## src/rtl/coherence_bus_ctrl.sv

```systemverilog
`default_nettype none
// ============================================================================
//  Module   : coherence_bus_ctrl
//  Purpose  : MESI coherence controller shared by two private L1 data caches.
//             Grants miss requests round-robin, snoops the other cache, writes
//             dirty snooped data back to memory, then returns the word and the
//             requester's MESI end state.
//  Ports    : CLK/nRST              clock, synchronous active-low reset
//             req_valid/req_write   per-cache miss request and RFO flag
//             req_addr0/req_addr1   per-cache miss address
//             done/resp_data/resp_state  completion pulse, word, end state
//             snoop_req/snoop_inv/snoop_addr  snoop strobe to the other cache
//             snoop_hit/snoop_dirty/snoop_data0/1  snoop response
//             mem_ren/mem_wen/mem_addr/mem_wdata/mem_rdata/mem_busy  memory
//  Revision : 1.0  initial release
// ============================================================================
module coherence_bus_ctrl #(
  parameter int ADDR_W = 32,
  parameter int WORD_W = 32
) (
  input  logic              CLK,
  input  logic              nRST,
  input  logic [1:0]        req_valid,
  input  logic [1:0]        req_write,
  input  logic [ADDR_W-1:0] req_addr0,
  input  logic [ADDR_W-1:0] req_addr1,
  output logic [1:0]        done,
  output logic [WORD_W-1:0] resp_data,
  output logic [1:0]        resp_state,
  output logic [1:0]        snoop_req,
  output logic [1:0]        snoop_inv,
  output logic [ADDR_W-1:0] snoop_addr,
  input  logic [1:0]        snoop_hit,
  input  logic [1:0]        snoop_dirty,
  input  logic [WORD_W-1:0] snoop_data0,
  input  logic [WORD_W-1:0] snoop_data1,
  output logic              mem_ren,
  output logic              mem_wen,
  output logic [ADDR_W-1:0] mem_addr,
  output logic [WORD_W-1:0] mem_wdata,
  input  logic [WORD_W-1:0] mem_rdata,
  input  logic              mem_busy
);

  typedef enum logic [2:0] {
    S_IDLE  = 3'd0,
    S_SNOOP = 3'd1,
    S_WB    = 3'd2,
    S_MEMRD = 3'd3,
    S_RESP  = 3'd4
  } state_t;

  localparam logic [1:0] c_MODIFIED  = 2'd0;
  localparam logic [1:0] c_EXCLUSIVE = 2'd1;
  localparam logic [1:0] c_SHARED    = 2'd2;

  state_t            r_state;
  logic              r_gnt;
  logic              r_last_grant;
  logic              r_write;
  logic              r_hit;
  logic [ADDR_W-1:0] r_addr;
  logic [WORD_W-1:0] r_data;

  logic              w_any_req;
  logic              w_gnt;
  logic [1:0]        w_other_mask;
  logic [ADDR_W-1:0] w_req_addr;
  logic              w_other_hit;
  logic              w_other_dirty;
  logic [WORD_W-1:0] w_other_data;

  // Round-robin: on a tie the cache that did not win last time is granted.
  assign w_any_req    = |req_valid;
  assign w_gnt        = (&req_valid) ? ~r_last_grant : req_valid[1];
  assign w_other_mask = w_gnt ? 2'b01 : 2'b10;
  assign w_req_addr   = w_gnt ? req_addr1 : req_addr0;

  // Snoop response always comes from the cache that was not granted.
  assign w_other_hit   = r_gnt ? snoop_hit[0]   : snoop_hit[1];
  assign w_other_dirty = r_gnt ? snoop_dirty[0] : snoop_dirty[1];
  assign w_other_data  = r_gnt ? snoop_data0    : snoop_data1;

  function automatic logic [1:0] f_end_state(input logic i_wr, input logic i_hit);
    if (i_wr)       f_end_state = c_MODIFIED;
    else if (i_hit) f_end_state = c_SHARED;
    else            f_end_state = c_EXCLUSIVE;
  endfunction

  always_ff @(posedge CLK) begin
    if (!nRST) begin
      r_state      <= S_IDLE;
      r_gnt        <= 1'b0;
      r_last_grant <= 1'b1;
      r_write      <= 1'b0;
      r_hit        <= 1'b0;
      r_addr       <= '0;
      r_data       <= '0;
      done         <= 2'b00;
      resp_data    <= '0;
      resp_state   <= 2'b00;
      snoop_req    <= 2'b00;
      snoop_inv    <= 2'b00;
      snoop_addr   <= '0;
      mem_ren      <= 1'b0;
      mem_wen      <= 1'b0;
      mem_addr     <= '0;
      mem_wdata    <= '0;
    end else begin
      done <= 2'b00;
      case (r_state)
        S_IDLE: begin
          if (w_any_req) begin
            r_gnt        <= w_gnt;
            r_last_grant <= w_gnt;
            r_addr       <= w_req_addr;
            r_write      <= req_write[w_gnt];
            snoop_req    <= w_other_mask;
            snoop_inv    <= req_write[w_gnt] ? w_other_mask : 2'b00;
            snoop_addr   <= w_req_addr;
            r_state      <= S_SNOOP;
          end
        end

        S_SNOOP: begin
          snoop_req  <= 2'b00;
          snoop_inv  <= 2'b00;
          snoop_addr <= '0;
          r_hit      <= w_other_hit;
          r_data     <= w_other_data;
          if (w_other_hit && w_other_dirty) begin
            mem_wen   <= 1'b1;
            mem_addr  <= r_addr;
            mem_wdata <= w_other_data;
            r_state   <= S_WB;
          end else if (w_other_hit) begin
            // Clean cache-to-cache transfer: respond straight away.
            done       <= r_gnt ? 2'b10 : 2'b01;
            resp_data  <= w_other_data;
            resp_state <= f_end_state(r_write, 1'b1);
            r_state    <= S_RESP;
          end else begin
            mem_ren  <= 1'b1;
            mem_addr <= r_addr;
            r_state  <= S_MEMRD;
          end
        end

        S_WB: begin
          if (!mem_busy) begin
            mem_wen    <= 1'b0;
            mem_addr   <= '0;
            mem_wdata  <= '0;
            done       <= r_gnt ? 2'b10 : 2'b01;
            resp_data  <= r_data;
            resp_state <= f_end_state(r_write, r_hit);
            r_state    <= S_RESP;
          end
        end

        S_MEMRD: begin
          if (!mem_busy) begin
            mem_ren    <= 1'b0;
            mem_addr   <= '0;
            r_data     <= mem_rdata;
            done       <= r_gnt ? 2'b10 : 2'b01;
            resp_data  <= mem_rdata;
            resp_state <= f_end_state(r_write, r_hit);
            r_state    <= S_RESP;
          end
        end

        S_RESP: begin
          resp_data  <= '0;
          resp_state <= 2'b00;
          r_state    <= S_IDLE;
        end

        default: r_state <= S_IDLE;
      endcase
    end
  end

endmodule
`default_nettype wire

```

## config.mk

```make
export PLATFORM = sky130hd
export DESIGN_NAME = coherence_bus_ctrl
export DESIGN_NICKNAME = d
export VERILOG_FILES = /design/src/rtl/coherence_bus_ctrl.sv
export SDC_FILE = /design/constraint.sdc
export NUM_CORES = 1
export LEC_CHECK = 0
export CORE_AREA = 2 2 137 172
export CTS_CLUSTER_DIAMETER = 150
export DETAILED_ROUTE_END_ITERATION = 6
export DIE_AREA = 0 0 139 174
export PLACE_DENSITY = 0.79
export SLEW_MARGIN = 20
export SYNTH_ARGS = -nofsm -noshare
export SYNTH_HDL_FRONTEND = slang
export SYNTH_SLANG_ARGS = --single-unit
```

## constraint.sdc

```tcl
create_clock -name CLK -period 1.9 [get_ports CLK]
set_input_delay 0.285 -clock CLK [delete_from_list [all_inputs] [get_ports CLK]]
set_output_delay 0.285 -clock CLK [all_outputs]
set_load 0.02 [all_outputs]
```

# [Word-level counts from Yosys, hierarchy flattened]
# Cells that the tools add are included.
[word_totals] out_inout_bits=138 regBits=209 word_cells=102 inputBits=171
[op_classes] n_mux=50 eq_ne=13 bitwise=1 reduce_logical=20 n_lt_le_gt_ge=1
[ops] op="$mux W32" count=11
[ops] op="$pmux W32 S2" count=4
[ops] op="$pmux W32 S4" count=1
[ops] op="$mux W2" count=14
[ops] op="$ne A2 B2 Y1 const B" count=8
[ops] op="$mux W3" count=4
[ops] op="$pmux W2 S2" count=3
[ops] op="$reduce_and A2 Y1" count=5
[ops] op="$mux W1" count=9
[ops] op="$pmux W3 S3" count=1
[ops] op="$reduce_and A4 Y1" count=2
[ops] op="$reduce_bool A2 Y1" count=4
[ops] op="$eq A3 B2 Y1 const B" count=2
[ops] op="$pmux W2 S3" count=1
[ops] op="$reduce_and A3 Y1" count=2
[ops] op="$reduce_and A5 Y1" count=1
[ops] op="$pmux W1 S2" count=2
[ops] op="$reduce_bool A4 Y1" count=1
[ops] op="$reduce_or A2 Y1" count=2
[ops] op="$eq A3 B1 Y1 const B" count=1
[ops] op="$eq A3 B3 Y1 const B" count=1
[ops] op="$logic_not A3 Y1" count=1
[ops] op="$ne A3 B3 Y1 const B" count=1
[ops] op="$reduce_bool A3 Y1" count=1
[ops] op="3 further kinds" count=3

# [Longest topological paths before layout]
# Gate-level depths: netlist of the first run.
[logic_depth] word_depth=7 ltp_mapped=8 mapped_depth_nobuf=4

# [Worst setup path after synthesis of the first run]
# Ideal clock, no wire load.
[synth_timing] path_kind="register to register" start="register r_state[0]" end="register resp_state[0]" required_ns=1.830 arrival_time_ns=1.874 slack_ns=-0.044 setup_time_ns=0.070 period_less_slack_ns=1.944 path_stages_with_launch=8 n_path_buf=3 path_cell_list="dfxtp_1 -> buf_4 -> or3b_1 -> buf_2 -> o311a_1 -> buf_2 -> or4_1 -> a21oi_1"
[synth_via] elab_chain_len=4 elab_cells_between_ends=11 cone_classes="eq/ne (7); mux (1); reduce/logical (3)"
[synth_rtl] element="start: declaration" line="57" source="state_t r_state;"
[synth_rtl] element="start signal: assignment" line="92" source="r_state <= S_IDLE;"
[synth_rtl] element="start signal: assignment" line="121" source="r_state <= S_SNOOP;"
[synth_rtl] element="start signal: assignment" line="135" source="r_state <= S_WB;"
[synth_rtl] element="$eq A3 B2 Y1" line="111" source="case (r_state)"
[synth_rtl] element="$reduce_or A2 Y1 (no source line)"
[synth_rtl] element="$ne A2 B2 Y1 (no source line) or $reduce_bool A3 Y1 (tied branches)"
[synth_rtl] element="$reduce_and A4 Y1 (no source line)"
[synth_rtl] element="end signal: assignment" line="140" source="resp_state <= f_end_state(r_write, 1'b1);"
[synth_rtl] element="end signal: assignment" line="156" source="resp_state <= f_end_state(r_write, r_hit);"
[synth_rtl] element="end signal: assignment" line="168" source="resp_state <= f_end_state(r_write, r_hit);"
[synth_rtl] element="end: declaration" line="29" source="output logic [1:0] resp_state,"
# Parallel ways exist; a longest one is shown, timed or not.
# A chain may end at the register's enable or synchronous reset.

# [Worst setup path after layout of the first run]
[layout_timing] start="register r_state[2]" end="register resp_data[23]"
[layout_via] elab_chain_len=3 elab_cells_between_ends=11 cone_classes="eq/ne (8); mux (1); reduce/logical (2)"
[layout_rtl] element="$eq A3 B2 Y1, or another cell as far along" line="111"
[layout_rtl] element="$reduce_bool A4 Y1 (no source line) or $ne A2 B2 Y1 (tied branches)"
[layout_rtl] element="$reduce_and A5 Y1 (no source line)"
[layout_rtl] element="end signal: assignment" line="139" source="resp_data <= w_other_data;"
[layout_rtl] element="end signal: assignment" line="155" source="resp_data <= r_data;"
[layout_rtl] element="end signal: assignment" line="167" source="resp_data <= mem_rdata;"
[layout_rtl] element="end: declaration" line="28" source="output logic [WORD_W-1:0] resp_data,"
# Parallel ways exist; a longest one is shown, timed or not.

==> results.ini, run 1 <==
[run_status]
status = complete, no violations

[yosys]
synthAdderAreaFrac = 0
synth_top_family_by_area = compound AO/OA/AOI/OAI gates
yosys.area_share.simple = 0.160
ys_ff_latch = 209
synth_area_mm2 = 0.00907
synthXorXnorAreaFrac = 0
synthMuxAreaShare = 0.0754
netlist_instances = 1025
synth.net_count = 1196
syn_avg_cell_area_um2 = 8.85
synth_compound_area_frac = 0.259
yosysWarnings = 0
synth_seq_area_share = 0.461
ys_types = 42

[floorplanning]
ios = 309
rows = 62
initial_core_util = 0.401
die_x_um = 139
die_h_um = 174
dieArea_mm2 = 0.0242
core_area_mm2 = 0.0227

[worst_setup_path]
crit_chain = buf_4 -> or3b_2 -> buf_4 -> o311ai_4 -> buf_4 -> buf_12 -> nand3_1 -> a21oi_1
arrival_ns = 2.29
required_ns = 2.32
crit_path_start = r_state[2]
crit_path_frequent_cell = buf_4
cp.buffers_inverters = 4
slowest_stage = or3b_2
crit_family = buffers and inverters
path_class = reg2reg
r2r-start = r_state[2]
endpoint_kind = register
max_stage_delay_ns = 0.50
worstSetupStartpointType = register
worstPathMaxFanout = 16

[power]
p_per_area_mw_per_mm2 = 1060
clkPwrFrac = 0.290
p_comb_frac = 0.342
max-vdd-ir-drop_v = 0.000723
switching_power_uw = 4780
netSwitchingFraction = 0.326
p_leak_uw = 0.00594
seq_power_share = 0.369
intPower_uw = 9870

[route]
routedWlPerCell_um = 19.5
antenna_left = 0
viasPerCell = 5.62
drtIter0Drc = 601
totalWireLength_um = 32200
route.detailed.drc = 0
drtPass1Iterations = 5
num_vias = 9295

[grt]
grt_pass1_wl_um = 49600
antenna_found_initial = 0
overflow = 0
grt_max_degree = 69
grt_use_total = 0.252
grt_pass1_vias = 8937

[timing]
post-route-period-util = 0.985
timing.fmax_mhz = 534
whs_ns = 0.192
slew_viol_final = 0
skew_ns = 0.0102
finalSetupTns_ns = 0
hold_viol = 0
finalSetupViolCount = 0
timing.slew.headroom = 0.705
post-route-min-period_ns = 1.87
worst_pin_slew_ns = 0.443

[clock_network]
cts_root_buffer = clkbuf_16
clockBufferDepth = 3
clock-sinks = 209
clkLatencyLatePin_ns = 0.50
cts_tree = done
path_clk_slew_ns = 0.07
cts_buffers = 21
htree_levels = 1

[layout]
finalNonFillerCells = 1654
final_area_mm2 = 0.0139
drive_gt1_frac = 0.117
finalNetCount = 1524
layout_common_cells = 306 x clkdlybuf4s50_1, 206 x dfxtp_1, 171 x nand2_1
finish.utilization = 0.613
syn2layout_area_growth_pct = 53.1
diodes = 0
final_common_cell = clkdlybuf4s50_1

[worst_hold_path]
hp-start = nRST
hold_path_class = in2reg

[placed_design]
dp_cells = 1611
portBuffers = 308
gp_congestion = 0.823
place_area_mm2 = 0.0131
dpl.hpwl_um = 22100

[flow_run]
maxCapViolCount = 0

## worst paths after layout
check,endpoint,depth (start not counted),slack (ns)
setup / recovery,resp_data[23],8,0.03
hold / removal,snoop_inv[1],3,0.19
setup reg to reg,resp_data[23],8,0.03
hold reg to reg,resp_data[24],2,0.45
## metal layers
metal | GRT usage | routed length [um] | vias to the layer above
li1 | - | - | 4361
met1 | 0.297 | 12100 | 4364
met2 | 0.432 | 15700 | 507
met3 | 0.0705 | 3350 | 63
met4 | 0.0989 | 1080 | 0
met5 | 0 | 0 | -
## power by group through the flow
stage | clock network (uW) | logic [uW] | registers, uW
after detailed placement | 0 | 4880 | 5480
after global placement | 0 | 4810 | 5460
after global routing | 4490 | 5350 | 5470
after floorplan | 0 | 2150 | 5820
after CTS | 4330 | 4970 | 5400
final | 4240 | 5010 | 5400
## kinds of logic (layout without fill, tap and decap cells)
family          after synthesis  count (layout)
simple gates                328             328
flops                       209             209
buf+inv                     100             441
compound gates              320             320
mux                          68              68
## flip-flops by register name (all words and copies together), names as in the netlist, 3 cells and up
register and count:
r_addr 32, resp_data 32, r_data 32, r_state 3, snoop_addr 32, mem_addr 32, mem_wdata 32
## layout make-up
type / instances / area, um^2
clock buffers: 26 / 584
well taps: 288 / 360
flip-flops and latches: 209 / 4190
multi-input cells: 716 / 4570
repair buffers: 403 / 4060
inverters: 2 / 7.51
fillers: 1898 / 8760
clock inverters: 10 / 113
## timing repair
item	4_1_cts	5_1_grt
setup endpoints to repair	26	68
gates cloned	1	1
gates resized for setup	2	13
pin swaps	1	0
hold buffers	0	0
setup buffers	2	3
## through the flow
stage	setup WS (ns)	total power, uW
5_1_grt	-0.00785	15300
3_5_place_dp	-0.240	10400
2_1_floorplan	-0.00491	7970
6_report	0.0283	14700
4_1_cts	0.0216	14700
3_3_place_gp	-0.177	10300
## worst reg2reg max path, delay by kind of cell (launching register included)
kind                   cells  cell delay [ns]
and+or+nand+nor            2             0.60
DFF                        1             0.32
AOI/OAI and AO/OA          2             0.24
buffers and inverters      4             0.65
## cells in the mapped netlist (all sizes together)
cell / number / area (um^2)
dfxtp: 209 / 4180
nand2: 171 / 642
clkbuf: 77 / 289
a21oi: 74 / 370
nand3: 66 / 330
mux2i: 65 / 651
o211a: 65 / 651
nor2: 39 / 146
o21ai: 38 / 190
and3: 33 / 206
o211ai: 33 / 248
o21a: 33 / 248
a22o: 32 / 280
a22oi: 32 / 240
buf: 21 / 103
mux2: 3 / 33.8
nor3: 3 / 15.0
or3: 3 / 18.8
or3b: 3 / 26.3
a31o: 2 / 17.5
nand2b: 2 / 12.5
o221a: 2 / 22.5
o311a: 2 / 20.0
or4: 2 / 15.0
a211oi: 1 / 7.51
a21bo: 1 / 10.0
a21boi: 1 / 7.51
a31oi: 1 / 12.5
a32o: 1 / 10.0
and2: 1 / 6.26
clkinv: 1 / 3.75
inv: 1 / 3.75
nand3b: 1 / 7.51
nor2b: 1 / 6.26
nor3b: 1 / 7.51
nor4: 1 / 6.26
o22a: 1 / 8.76
o311ai: 1 / 8.76
or2: 1 / 6.26
No activity file was read; power rests on OpenSTA's default activity.
==> run 2, diff against run 1 <==
- CORE_AREA: 2 2 137 172 -> 2 2 174 218
- DIE_AREA: 0 0 139 174 -> 0 0 176 220
- PLACE_DENSITY: 0.79 -> 0.55
==> run 2 against run 1 <==
Against the previous run:
- sequential power is essentially flat
- first-iteration DRC count shrank 23%
- setup slack lost 0.029 ns
- largest cell class unchanged
- critical path depth shrank 2
- critical endpoint is now mem_addr[0]
- die area grew 60%
- non-clock buffer count shrank 15
- the flow now finishes with violations (setup timing)
- sequential cell count is the same
- count of clock-buffer cells in the layout grew 12
- register-to-register slack lost 0.03 ns
==> results.ini, run 2 (same netlist as run 1, synthesis figures left out) <==
[worst_setup_path]
path_class = reg2reg
arrival_ns = 2.36  ; +0.07 ns
required_ns = 2.36  ; +0.04 ns
worstSetupStartpointType = register
endpoint_kind = register
slowest_stage = or3b_4
worstPathMaxFanout = 8  ; -8
max_stage_delay_ns = 0.43  ; -0.07 ns
crit_chain = or3b_4 -> or3_4 -> a31oi_4 -> buf_12 -> clkbuf_16 -> a22o_1

[run_status]
status = finished, violations left
violations = setup timing

[layout]
final_area_mm2 = 0.0140  ; +1.2%
final_common_cell = clkdlybuf4s50_1
layout_common_cells = 303 x clkdlybuf4s50_1, 206 x dfxtp_1, 171 x nand2_1
syn2layout_area_growth_pct = 54.9
finalNetCount = 1511  ; -0.85%
drive_gt1_frac = 0.104  ; -0.0131

[clock_network]
cts_buffers = 23  ; +9.5%
cts_root_buffer = clkbuf_16
path_clk_slew_ns = 0.06  ; about the same
htree_levels = 1  ; unchanged
clkLatencyLatePin_ns = 0.53  ; +0.03 ns
clockBufferDepth = 3  ; unchanged
ctsHoldBuffers = 0  ; unchanged
clock-sinks = 209  ; unchanged
cts_tree = done

[route]
route.detailed.drc = 0  ; unchanged
routedWlPerCell_um = 18.9  ; -3.2%
num_vias = 8914  ; -4.1%
viasPerCell = 4.84  ; -14%
drtPass1Iterations = 5  ; unchanged
antenna_left = 0  ; unchanged
totalWireLength_um = 34700  ; +7.8%
drtIter0Drc = 463  ; -23%

[timing]
timing.fmax_mhz = 526  ; -1.5%
hold_viol = 0  ; unchanged
post-route-min-period_ns = 1.90  ; +0.0289 ns
worst_pin_slew_ns = 0.783  ; +0.340 ns
finalSetupViolCount = 1  ; +1
setup_ws_ns = -0.000666  ; -0.0289 ns
whs_ns = 0.280  ; +0.0879 ns
rsz0062_at_grt = yes
slew_viol_final = 0  ; unchanged
skew_ns = 0.00971  ; -0.000515 ns
post-route-period-util = 1.00  ; +0.0152
timing.slew.headroom = 0.477  ; -0.228

[placed_design]
portBuffers = 308  ; unchanged
gp_congestion = 0.789  ; -4.2%
place_area_mm2 = 0.0132  ; +0.66%
dpl.hpwl_um = 24000  ; +8.9%

[power]
max-vdd-ir-drop_v = 0.000641  ; -11%
p_leak_uw = 0.00590  ; -0.82%
p_per_area_mw_per_mm2 = 1040  ; -1.1%

[floorplanning]
core_area_mm2 = 0.0369  ; +63%
rows = 79  ; +27%
dieArea_mm2 = 0.0387  ; +60%
ios = 309  ; unchanged
initial_core_util = 0.246  ; -0.154
die_h_um = 220  ; +26%
die_x_um = 176  ; +27%

[grt]
grt.busiest_layer = met2
grt_max_degree = 65  ; -5.8%
met2_usage = 0.292  ; -0.141
grt_use_total = 0.170  ; -0.0817
overflow = 0  ; unchanged
met1_usage = 0.197  ; -0.0997
grt.met3_usage = 0.0564  ; -0.0141
antenna_found_initial = 3  ; +3
grt_pass1_wl_um = 51300  ; +3.5%
grt_pass1_vias = 8710  ; -2.5%

[flow_run]
maxCapViolCount = 0  ; unchanged

[worst_hold_path]
hold_path_class = in2reg

-- run 2: cell count changes in the layout (fill, tap and decap cells not counted), moves of 3 or more --
cell / delta
clkbuf_16: +5
clkdlybuf4s50_1: -3
buf_12: -3
dlygate4sd2_1: +3
clkinv_2: -3
clkbuf_1: +8
buf_4: -14
-- run 2: power by group --
group / internal, uW / switching [uW]
Clock: 2470 / 1840
Sequential: 5030 / 357
Combinational: 2330 / 2640
-- run 2: critical path, delay by kind of cell (launching register included) --
kind                   cells  cell delay [ns]
DFF                        1             0.35
AOI/OAI and AO/OA          2             0.33
buffers and inverters      2             0.33
and+or+nand+nor            2             0.83
-- run 2: cell type report --
| type | count | area (um^2) |
|---|---|---|
| Tap cell | 486 | 608 |
| Antenna cell | 1 | 2.50 |
| Inverter | 2 | 7.51 |
| Clock buffer | 38 | 692 |
| Fill cell | 3726 | 22800 |
| Timing Repair Buffer | 388 | 3960 |
| Sequential cell | 209 | 4190 |
| Multi-Input combinational cell | 716 | 4570 |
| Clock inverter | 2 | 13.8 |
-- run 2: through the flow --
stage | worst slack [ns] | power, uW | cells | setup TNS (ns) | utilization
final | -0.000666 | 14700 | 1842 | -0.000666 | 0.381
after global routing | -0.0319 | 15400 | 1841 | -0.502 | 0.381
after CTS | 0.000204 | 14700 | 1834 | 0 | 0.377
after detailed placement | -0.247 | 10300 | 1793 | -21.44 | 0.357
after global placement | -0.227 | 10200 | 1793 | -19.81 | 0.357
after floorplan | -0.00491 | 7970 | 1025 | -0.00491 | -
-- run 2: final timing paths --
path	depth (start not counted)	endpoint	start	slack [ns]
max	6	mem_addr[0]	r_state[2]	-0.0007
min	4	snoop_addr[1]	nRST	0.28
max reg2reg	6	mem_addr[0]	r_state[2]	-0.0007
min reg2reg	2	resp_data[3]	resp_data[3]	0.45
-- run 2: timing repair --
action,CTS,global route
gates resized for setup,6,9
cloned,1,3
pin swaps,0,3
buffers inserted,0,4
setup endpoints to repair,63,131
-- run 2: routing by layer --
| layer | vias to the layer above | wire length (um) |
|---|---|---|
| li1 | 4333 | - |
| met1 | 4189 | 14100 |
| met2 | 331 | 16400 |
| met3 | 59 | 3140 |
| met4 | 2 | 1120 |
| met5 | - | 9 |
